==> config.mk <==
export PLATFORM = sky130hd
export DESIGN_NAME = key_search_ctrl
export DESIGN_NICKNAME = d
export VERILOG_FILES = /design/src/rtl/key_search_pkg.sv /design/src/rtl/msg_scanner.sv /design/src/rtl/key_search_ctrl.sv
export SDC_FILE = /design/constraint.sdc
export NUM_CORES = 1
export LEC_CHECK = 0
export CORE_UTILIZATION = 26
export DETAILED_ROUTE_END_ITERATION = 16
export PLACE_DENSITY = 0.51
export SKIP_LAST_GASP = 1
export SYNTH_ARGS = -nofsm -noshare
export SYNTH_HDL_FRONTEND = slang
export SYNTH_SLANG_ARGS = --single-unit
==> constraint.sdc <==
create_clock -name clk -period 3.4 [get_ports clk]
set_input_delay 0.68 -clock clk [delete_from_list [all_inputs] [get_ports clk]]
set_output_delay 0.68 -clock clk [all_outputs]
set_load 0.05 [all_outputs]
==> src/rtl/key_search_pkg.sv <==
// Shared types and character-class helper for the key search controller.
package key_search_pkg;

  typedef enum logic [2:0] {
    ST_IDLE,
    ST_CRST,
    ST_CRUN,
    ST_SCAN,
    ST_NEXT,
    ST_FOUND,
    ST_FAIL,
    ST_ERR
  } ks_state_t;

  typedef enum logic [1:0] {
    SC_IDLE,
    SC_RD,
    SC_EVAL
  } sc_state_t;

  localparam logic [7:0] CHAR_LO = 8'h61;
  localparam logic [7:0] CHAR_HI = 8'h7A;
  localparam logic [7:0] CHAR_SP = 8'h20;

  // Lower-case letter or space; comparisons are on unsigned bytes.
  function automatic logic is_plain_char(input logic [7:0] b);
    return ((b >= CHAR_LO) && (b <= CHAR_HI)) || (b == CHAR_SP);
  endfunction

endpackage

==> src/rtl/msg_scanner.sv <==
// Walks the decrypted-message RAM one byte at a time, 3 cycles per byte, and
// reports pass/fail on the first bad byte or after the last byte.
module msg_scanner
  import key_search_pkg::*;
#(
  parameter int MSG_LEN = 32,
  parameter int ADDR_W  = 5
) (
  input  logic              clk,
  input  logic              reset_n,
  input  logic              go,
  output logic              done,
  output logic              pass,
  output logic [ADDR_W-1:0] dmsg_addr,
  input  logic [7:0]        dmsg_rdata
);

  localparam logic [ADDR_W-1:0] LAST_ADDR = ADDR_W'(MSG_LEN - 1);

  sc_state_t         state, state_nxt;
  logic [ADDR_W-1:0] addr_nxt;
  logic              wait_cnt, wait_cnt_nxt;
  logic              byte_ok;
  logic              last_byte;

  assign byte_ok   = is_plain_char(dmsg_rdata);
  assign last_byte = (dmsg_addr == LAST_ADDR);

  always_ff @(posedge clk) begin
    if (!reset_n) begin
      state     <= SC_IDLE;
      dmsg_addr <= '0;
      wait_cnt  <= 1'b0;
    end else begin
      state     <= state_nxt;
      dmsg_addr <= addr_nxt;
      wait_cnt  <= wait_cnt_nxt;
    end
  end

  always_comb begin
    state_nxt    = state;
    addr_nxt     = dmsg_addr;
    wait_cnt_nxt = wait_cnt;
    done         = 1'b0;
    pass         = 1'b0;
    case (state)
      SC_IDLE: begin
        if (go) begin
          addr_nxt     = '0;
          wait_cnt_nxt = 1'b0;
          state_nxt    = SC_RD;
        end
      end
      // Two cycles: one for the RAM address register, one for its q register.
      SC_RD: begin
        if (wait_cnt) begin
          state_nxt = SC_EVAL;
        end else begin
          wait_cnt_nxt = 1'b1;
        end
      end
      SC_EVAL: begin
        if (!byte_ok) begin
          done      = 1'b1;
          state_nxt = SC_IDLE;
        end else if (last_byte) begin
          done      = 1'b1;
          pass      = 1'b1;
          state_nxt = SC_IDLE;
        end else begin
          addr_nxt     = dmsg_addr + 1'b1;
          wait_cnt_nxt = 1'b0;
          state_nxt    = SC_RD;
        end
      end
      default: state_nxt = SC_IDLE;
    endcase
  end

endmodule

==> src/rtl/key_search_ctrl.sv <==
// Brute-force key search: resets and runs the decryption core per candidate key,
// then has msg_scanner vet the plaintext; stops on first plain-text key or range end.
module key_search_ctrl
  import key_search_pkg::*;
#(
  parameter int KEY_W       = 10,
  parameter int MSG_LEN     = 32,
  parameter int ADDR_W      = 5,
  parameter int KEY_FIRST   = 0,
  parameter int KEY_LAST    = 1023,
  parameter int RST_CYC     = 2,
  parameter int TIMEOUT_CYC = 65535
) (
  input  logic              clk,
  input  logic              reset_n,
  input  logic              search_start,
  output logic              core_rst_n,
  output logic              core_start,
  output logic [KEY_W-1:0]  core_key,
  input  logic              core_done,
  output logic [ADDR_W-1:0] dmsg_addr,
  input  logic [7:0]        dmsg_rdata,
  output logic              busy,
  output logic              found,
  output logic              exhausted,
  output logic              timeout_err,
  output logic [KEY_W-1:0]  found_key
);

  localparam int WD_W = $clog2(TIMEOUT_CYC + 1);
  localparam int RC_W = (RST_CYC > 1) ? $clog2(RST_CYC) : 1;

  localparam logic [WD_W-1:0]  WD_LAST = WD_W'(TIMEOUT_CYC - 1);
  localparam logic [RC_W-1:0]  RC_LAST = RC_W'(RST_CYC - 1);
  localparam logic [KEY_W-1:0] K_FIRST = KEY_W'(KEY_FIRST);
  localparam logic [KEY_W-1:0] K_LAST  = KEY_W'(KEY_LAST);

  ks_state_t        state, state_nxt;
  logic [RC_W-1:0]  rst_cnt, rst_cnt_nxt;
  logic [WD_W-1:0]  wd_cnt, wd_cnt_nxt;
  logic [KEY_W-1:0] key_nxt, found_key_nxt;
  logic             core_rst_n_nxt, core_start_nxt;
  logic             busy_nxt, found_nxt, exhausted_nxt, timeout_nxt;
  logic             scan_go, scan_done, scan_pass;

  msg_scanner #(
    .MSG_LEN (MSG_LEN),
    .ADDR_W  (ADDR_W)
  ) u_scanner (
    .clk        (clk),
    .reset_n    (reset_n),
    .go         (scan_go),
    .done       (scan_done),
    .pass       (scan_pass),
    .dmsg_addr  (dmsg_addr),
    .dmsg_rdata (dmsg_rdata)
  );

  always_ff @(posedge clk) begin
    if (!reset_n) begin
      state       <= ST_IDLE;
      rst_cnt     <= '0;
      wd_cnt      <= '0;
      core_rst_n  <= 1'b0;
      core_start  <= 1'b0;
      core_key    <= K_FIRST;
      busy        <= 1'b0;
      found       <= 1'b0;
      exhausted   <= 1'b0;
      timeout_err <= 1'b0;
      found_key   <= '0;
    end else begin
      state       <= state_nxt;
      rst_cnt     <= rst_cnt_nxt;
      wd_cnt      <= wd_cnt_nxt;
      core_rst_n  <= core_rst_n_nxt;
      core_start  <= core_start_nxt;
      core_key    <= key_nxt;
      busy        <= busy_nxt;
      found       <= found_nxt;
      exhausted   <= exhausted_nxt;
      timeout_err <= timeout_nxt;
      found_key   <= found_key_nxt;
    end
  end

  always_comb begin
    state_nxt      = state;
    rst_cnt_nxt    = rst_cnt;
    wd_cnt_nxt     = wd_cnt;
    core_rst_n_nxt = core_rst_n;
    core_start_nxt = core_start;
    key_nxt        = core_key;
    busy_nxt       = busy;
    found_nxt      = found;
    exhausted_nxt  = exhausted;
    timeout_nxt    = timeout_err;
    found_key_nxt  = found_key;
    scan_go        = 1'b0;
    case (state)
      // Terminal states restart exactly like IDLE.
      ST_IDLE, ST_FOUND, ST_FAIL, ST_ERR: begin
        if (search_start) begin
          state_nxt      = ST_CRST;
          key_nxt        = K_FIRST;
          rst_cnt_nxt    = '0;
          core_rst_n_nxt = 1'b0;
          core_start_nxt = 1'b0;
          busy_nxt       = 1'b1;
          found_nxt      = 1'b0;
          exhausted_nxt  = 1'b0;
          timeout_nxt    = 1'b0;
          found_key_nxt  = '0;
        end
      end
      ST_CRST: begin
        if (rst_cnt == RC_LAST) begin
          state_nxt      = ST_CRUN;
          core_rst_n_nxt = 1'b1;
          core_start_nxt = 1'b1;
          wd_cnt_nxt     = '0;
        end else begin
          rst_cnt_nxt = rst_cnt + 1'b1;
        end
      end
      // A done arriving on the last watchdog cycle still counts as success.
      ST_CRUN: begin
        if (core_done) begin
          core_start_nxt = 1'b0;
          scan_go        = 1'b1;
          state_nxt      = ST_SCAN;
        end else if (wd_cnt == WD_LAST) begin
          core_start_nxt = 1'b0;
          timeout_nxt    = 1'b1;
          busy_nxt       = 1'b0;
          state_nxt      = ST_ERR;
        end else begin
          wd_cnt_nxt = wd_cnt + 1'b1;
        end
      end
      ST_SCAN: begin
        if (scan_done) begin
          if (scan_pass) begin
            found_nxt     = 1'b1;
            found_key_nxt = core_key;
            busy_nxt      = 1'b0;
            state_nxt     = ST_FOUND;
          end else begin
            state_nxt = ST_NEXT;
          end
        end
      end
      ST_NEXT: begin
        if (core_key == K_LAST) begin
          exhausted_nxt = 1'b1;
          busy_nxt      = 1'b0;
          state_nxt     = ST_FAIL;
        end else begin
          key_nxt        = core_key + 1'b1;
          rst_cnt_nxt    = '0;
          core_rst_n_nxt = 1'b0;
          state_nxt      = ST_CRST;
        end
      end
      default: state_nxt = ST_IDLE;
    endcase
  end

endmodule

== Word level (Yosys, flattened, before mapping) ==
Cells that the tools add are included.
Word-level totals
  register bits: 54
  bits of input ports: 12
  output and inout port bits: 31
Cells by class
  magnitude comparators: 2
  reduce and logical (&&, ||, !) cells: 27
  mux-type cells: 61
  eq/ne operators: 27
  $add $sub $neg: 4
Operator list (count)
  two-way mux 16 bit: 3
  two-way mux 10 bit: 4
  one-hot mux 10 bit (2 select lines): 2
  one-hot mux 16 bit (2 select lines): 1
  AND reduction 4 bit: 8
  two-way mux 1 bit: 28
  != test 2 bit, second input constant: 11
  two-way mux 3 bit: 6
  adder 16 x 1 -> 16 bit, second input constant: 1
  == test 16 bit, second input constant: 1
  two-way mux 5 bit: 3
  one-hot mux 3 bit (5 select lines): 1
  == test 3 bit, second input constant: 4
  one-hot mux 1 bit (3 select lines): 4
  adder 10 x 1 -> 10 bit, second input constant: 1
  == test 10 bit, second input constant: 1
  one-hot mux 5 bit (2 select lines): 1
  nonzero test 2 bit: 5
  AND reduction 3 bit: 3
  nonzero test 3 bit: 3
  == test 8 x 6 -> 1 bit, second input constant: 1
  greater-or-equal comparator 8 x 7 -> 1 bit, second input constant: 1
  <= comparator 8 x 7 -> 1 bit, second input constant: 1
  AND reduction 7 bit: 1
  other kinds (20): 26

== Longest topological paths before layout ==
  depth in word-level cells: 8
  mapped depth: 8
  mapped depth without buffers: 7

== Hierarchy ==
From an unflattened synthesis, not the netlist that was laid out.
Second synthesis, totals
  cell total of the unflattened synthesis: 360
  area total of the unflattened synthesis: 3007.9 um2
By module, submodules not included
  key_search_ctrl: sequential area each 920.9 um2, times used 1, cells each 294, area each 2436.1 um2
  msg_scanner: sequential area each 160.2 um2, times used 1, cells each 66, area each 571.8 um2

== Least setup slack after synthesis ==
OpenSTA, ideal clock, no wires.
  path type: reg2reg
  from: register u_scanner.dmsg_addr[0]
  to: register u_scanner.dmsg_addr[3]
  path slack: 1067 ps
  setup time: 70 ps
  arrival: 2263 ps
  path buffers: 1
  stages on the path, launching flop included: 8
  data required time: 3330 ps
  path through: dfxtp_1 -> ha_1 -> and3_1 -> ha_1 -> or4_1 -> buf_2 -> or3_1 -> a21oi_1
On the way
  longest elaborated chain between the ends: 4
  elaborated cells between the ends (all ways): 7
RTL lines
  start, declared: RTL line msg_scanner.sv:14  | output logic [ADDR_W-1:0] dmsg_addr,
  start signal, assigned: RTL line msg_scanner.sv:36  | dmsg_addr <= addr_nxt;
  adder 5 x 1 -> 5 bit: RTL line msg_scanner.sv:72  | addr_nxt = dmsg_addr + 1'b1;
  two-way mux 5 bit: RTL line msg_scanner.sv:67  | end else if (last_byte) begin
  two-way mux 5 bit: RTL line msg_scanner.sv:64  | if (!byte_ok) begin
  one-hot mux 5 bit (2 select lines): RTL line msg_scanner.sv:47  | case (state)
Several ways; a longest one is shown, not always the timed one. The select of a mux whose other input is x is not followed.
A chain may end at the register's enable or synchronous reset.

== Final worst setup path ==
  from: input port dmsg_rdata[6]
  to: register found_key[7]
On the way
  longest elaborated chain between the ends: 7
  elaborated cells between the ends (all ways): 12
RTL lines
  start, declared: RTL line key_search_ctrl.sv:22  | input logic [7:0] dmsg_rdata,
  greater-or-equal comparator 8 x 7 -> 1 bit or <= comparator 8 x 7 -> 1 bit (tied branches): RTL line key_search_pkg.sv:27  | return ((b >= CHAR_LO) && (b <= CHAR_HI)) || (b == CHAR_SP);
  logical AND 1 bit: RTL line key_search_pkg.sv:27
  logical OR 1 bit (*): RTL line key_search_pkg.sv:27
  two-way mux 1 bit: RTL line msg_scanner.sv:64
  two-way mux 1 bit: RTL line msg_scanner.sv:47
  != test 2 bit (no source line)
  AND reduction 4 bit (no source line) (*)
  end signal, assigned: RTL line key_search_ctrl.sv:83  | found_key <= found_key_nxt;
  end, declared: RTL line key_search_ctrl.sv:27  | output logic [KEY_W-1:0] found_key
Mark *: on every way between the ends. The rest lies on a longest branch, timed or not.

==> flow_summary.yaml <==
floorplanning:
  fp-row-count: 37
  coreArea_mm2: 0.0103
  die_area_mm2: 0.0110
  ios: 43
  fp.dieH_um: 105
  die_w_um: 105
  start_util: 0.268
power_and_ir_drop:
  leakage_nw: 1.13
  ir_drop_uv: 254
  pwr-share-seq: 0.479
  clkPwrFrac: 0.234
  switchingPower_w: 0.000562
  powerDensity_mw_per_mm2: 456
  power_w: 0.00156
  p_comb_frac: 0.288
  p_int_w: 0.000997
  switching_share: 0.360
critical_path:
  worstPathMaxFanout: 10
  worstSetupPathType: "input port to flop"
  path_common_cell: "a21boi_1"
  cp_cell_sequence: "clkdlybuf4s50_1 -> a21boi_1 -> o221ai_1 -> nor4_2 -> nand2_1 -> a21boi_1"
  cp-end-kind: "flop"
  crit_path_start: "dmsg_rdata[6]"
  required_ns: 3.65
  crit_path_top_delay_cell: "nor4_2"
  critical-path-max-stage-delay_ns: 1.05
  cpLargestDelayFamily: "simple AND/OR/NAND/NOR gates"
  path_buf_inv: 1
  start_kind: "input port"
  worstReg2RegStart: "state[1]"
  cp.arrival_ns: 2.99
grt:
  gr-total-overflow: 0
  grt.total_usage: 0.130
  grt_pass1_vias: 2351
  grt_start_max_net_pins: 34
  grt_pass1_wl_um: 11600
  antenna_found_initial: 0
yosys:
  yosysTopAreaCell: "dfxtp_1"
  ys_seq_area_frac: 0.391
  synth-edff-count: 0
  synthesis.area_mm2: 0.00276
  ys_top_cells_by_area: "dfxtp_1, xnor2_1, nand3_1"
  syn_inst: 328
  synth_cell_types: 50
  syn_area_per_cell_um2: 8.42
  synth_top_area_frac: 0.391
  ys_seq_elements: 54
  async_flop_share: 0
  ys.flop_type: "dfxtp_1"
  synth_nets: 345
  yosysWarnings: 0
run:
  drv_cap: 0
cts:
  post-cts-setup-buffers: 0
  numClockSinks: 54
  path_clk_slew_ns: 0.11
  h-tree-depth: 2
  cts-resized-gates: 0
  cts_buffers: 5
  cts_hold_buf: 0
  clockBufferDepth: 2
  cts_tree: "yes"
  root_buffer: "clkbuf_8"
  clk_latency_ns: 0.31
detailed_routing:
  drt_pre_antenna_iters: 4
  vias_per_cell: 4.86
  drc: 0
  routed_wl_um: 6890
  wl_per_cell_um: 13.6
  dr_total_vias: 2455
  drtIter0Drc: 86
  postRouteAntennaNets: 0
sta:
  maxSlewHeadroom: 0.192
  setup_viol: 0
  skew_ns: 0.0177
  worst_pin_slew_ns: 1.20
  setup_tns_ns: 0
  fmax_mhz: 366
  finalWorstSetupSlack_ns: 0.667
  timing.final.crit_share: 0.804
  hold_viol: 0
  slew_violations: 0
  layout_min_cycle_time_ns: 2.73
  rsz0062_at_grt: "no"
place:
  pre_cts_ws_ns: 0.305
  gp_congestion: 0.753
  dp_hpwl_um: 4820
  port_buffers: 42
layout:
  area_growth_pct: 23.8
  nNetsFinal: 385
  drive_above_1_share: 0.0515
  diodes: 0
worst_hold_path:
  hold_path_class: "flop to flop"
  min_from: "found"
status:
  outcome: "completed"
[final cells by class]
class,count,area (um^2)
Multi-Input combinational cell,248,1580
Fill cell,1075,6900
Timing Repair Buffer,47,458
Inverter,12,45.0
Clock inverter,3,18.8
Tap cell,136,170
Clock buffer,5,68.8
Sequential cell,54,1080
[layout by cell type, fill, tap and decap left out, types with 3 or more instances in the layout]
master	n
o21a_1	8
dfxtp_1	54
nor2_1	30
or3b_1	4
nand2_1	26
or3_1	3
ha_1	5
clkdlybuf4s50_1	42
a21boi_1	14
inv_1	12
mux2i_1	3
clkbuf_8	5
o21ai_0	9
and3_1	7
nand2b_1	3
a31oi_1	3
nor3_1	4
nand3_1	25
a211oi_1	5
nor3b_1	4
or4_1	5
and2_1	5
nand4_1	8
nor2b_1	6
nor4_1	10
xnor2_1	18
a21oi_1	10
buf_4	5
[worst register-to-register path: stages, from the launching register on]
cell      delay (ns)
dfxtp_1         0.56
nor2b_1         0.30
nand2_1         0.15
nor4_2          1.06
nand2_1         0.14
a21boi_1        0.15
[registers in the layout, indices dropped and copies added, names as in the netlist]
| register | cells |
|---|---|
| wd_cnt | 16 |
| state | 3 |
| busy | 1 |
| found | 1 |
| rst_cnt | 1 |
| u_scanner.state | 2 |
| timeout_err | 1 |
| exhausted | 1 |
| core_rst_n | 1 |
| found_key | 10 |
| core_start | 1 |
| u_scanner.wait_cnt | 1 |
| core_key | 10 |
| u_scanner.dmsg_addr | 5 |
[stage by stage]
| step | area (um^2) | utilization | cells | hold slack, ns |
|---|---|---|---|---|
| detailed placement | 3330 | 0.323 | 497 | 0.450 |
| global route | 3420 | 0.331 | 505 | 0.481 |
| floorplan | 2760 | - | 328 | 0.453 |
| CTS | 3420 | 0.331 | 505 | 0.466 |
| finish | 3420 | 0.331 | 505 | 0.462 |
| global placement | 3330 | 0.323 | 497 | 0.444 |
[kinds of logic (layout without fill, tap and decap cells)]
kind of cell / Yosys count / after routing / share of synthesized area
AOI/OAI and AO/OA: 70 / 70 / 0.178
xor gates and xnor gates: 20 / 20 / 0.0634
adders and majority gates: 5 / 5 / 0.0226
buffers and inverters: 26 / 67 / 0.0371
DFF: 54 / 54 / 0.391
muxes: 4 / 4 / 0.0149
and+or+nand+nor: 149 / 149 / 0.293
[power by group through the flow]
stage                     Combinational, W  Clock, W  Sequential [W]
after floorplan                   0.000305         0        0.000770
after global placement            0.000450         0        0.000759
after detailed placement          0.000447         0        0.000759
after CTS                         0.000451  0.000384        0.000746
after global routing              0.000495  0.000403        0.000759
final                             0.000449  0.000364        0.000747
[routing by layer]
layer | GRT usage | wire [um] | vias to the layer above
li1 | - | - | 1262
met1 | 0.173 | 3420 | 1143
met2 | 0.214 | 3160 | 46
met3 | 0.0287 | 267 | 4
met4 | 0.0272 | 42 | 0
met5 | 0 | 0 | -
[Yosys cell counts, drive strengths merged (4+ instances only)]
| master | n |
|---|---|
| nor3b | 5 |
| nand4 | 8 |
| nor4 | 12 |
| buf | 4 |
| o21ai | 11 |
| clkbuf | 10 |
| nand2 | 26 |
| a21boi | 16 |
| nand3 | 25 |
| nor2 | 30 |
| or3b | 4 |
| or4 | 5 |
| xnor2 | 18 |
| inv | 12 |
| and3 | 7 |
| nor3 | 5 |
| and2 | 5 |
| a211oi | 5 |
| nor2b | 6 |
| o21a | 8 |
| ha | 5 |
| dfxtp | 54 |
| a21oi | 10 |
[worst paths after layout]
check	end	slack, ns	cells past startpoint
setup / recovery	found_key[7]	0.67	6
hold / removal	found	0.46	2
setup reg to reg	found_key[7]	0.99	5
hold reg to reg	found	0.46	2
No activity file was read; power rests on OpenSTA's default activity.
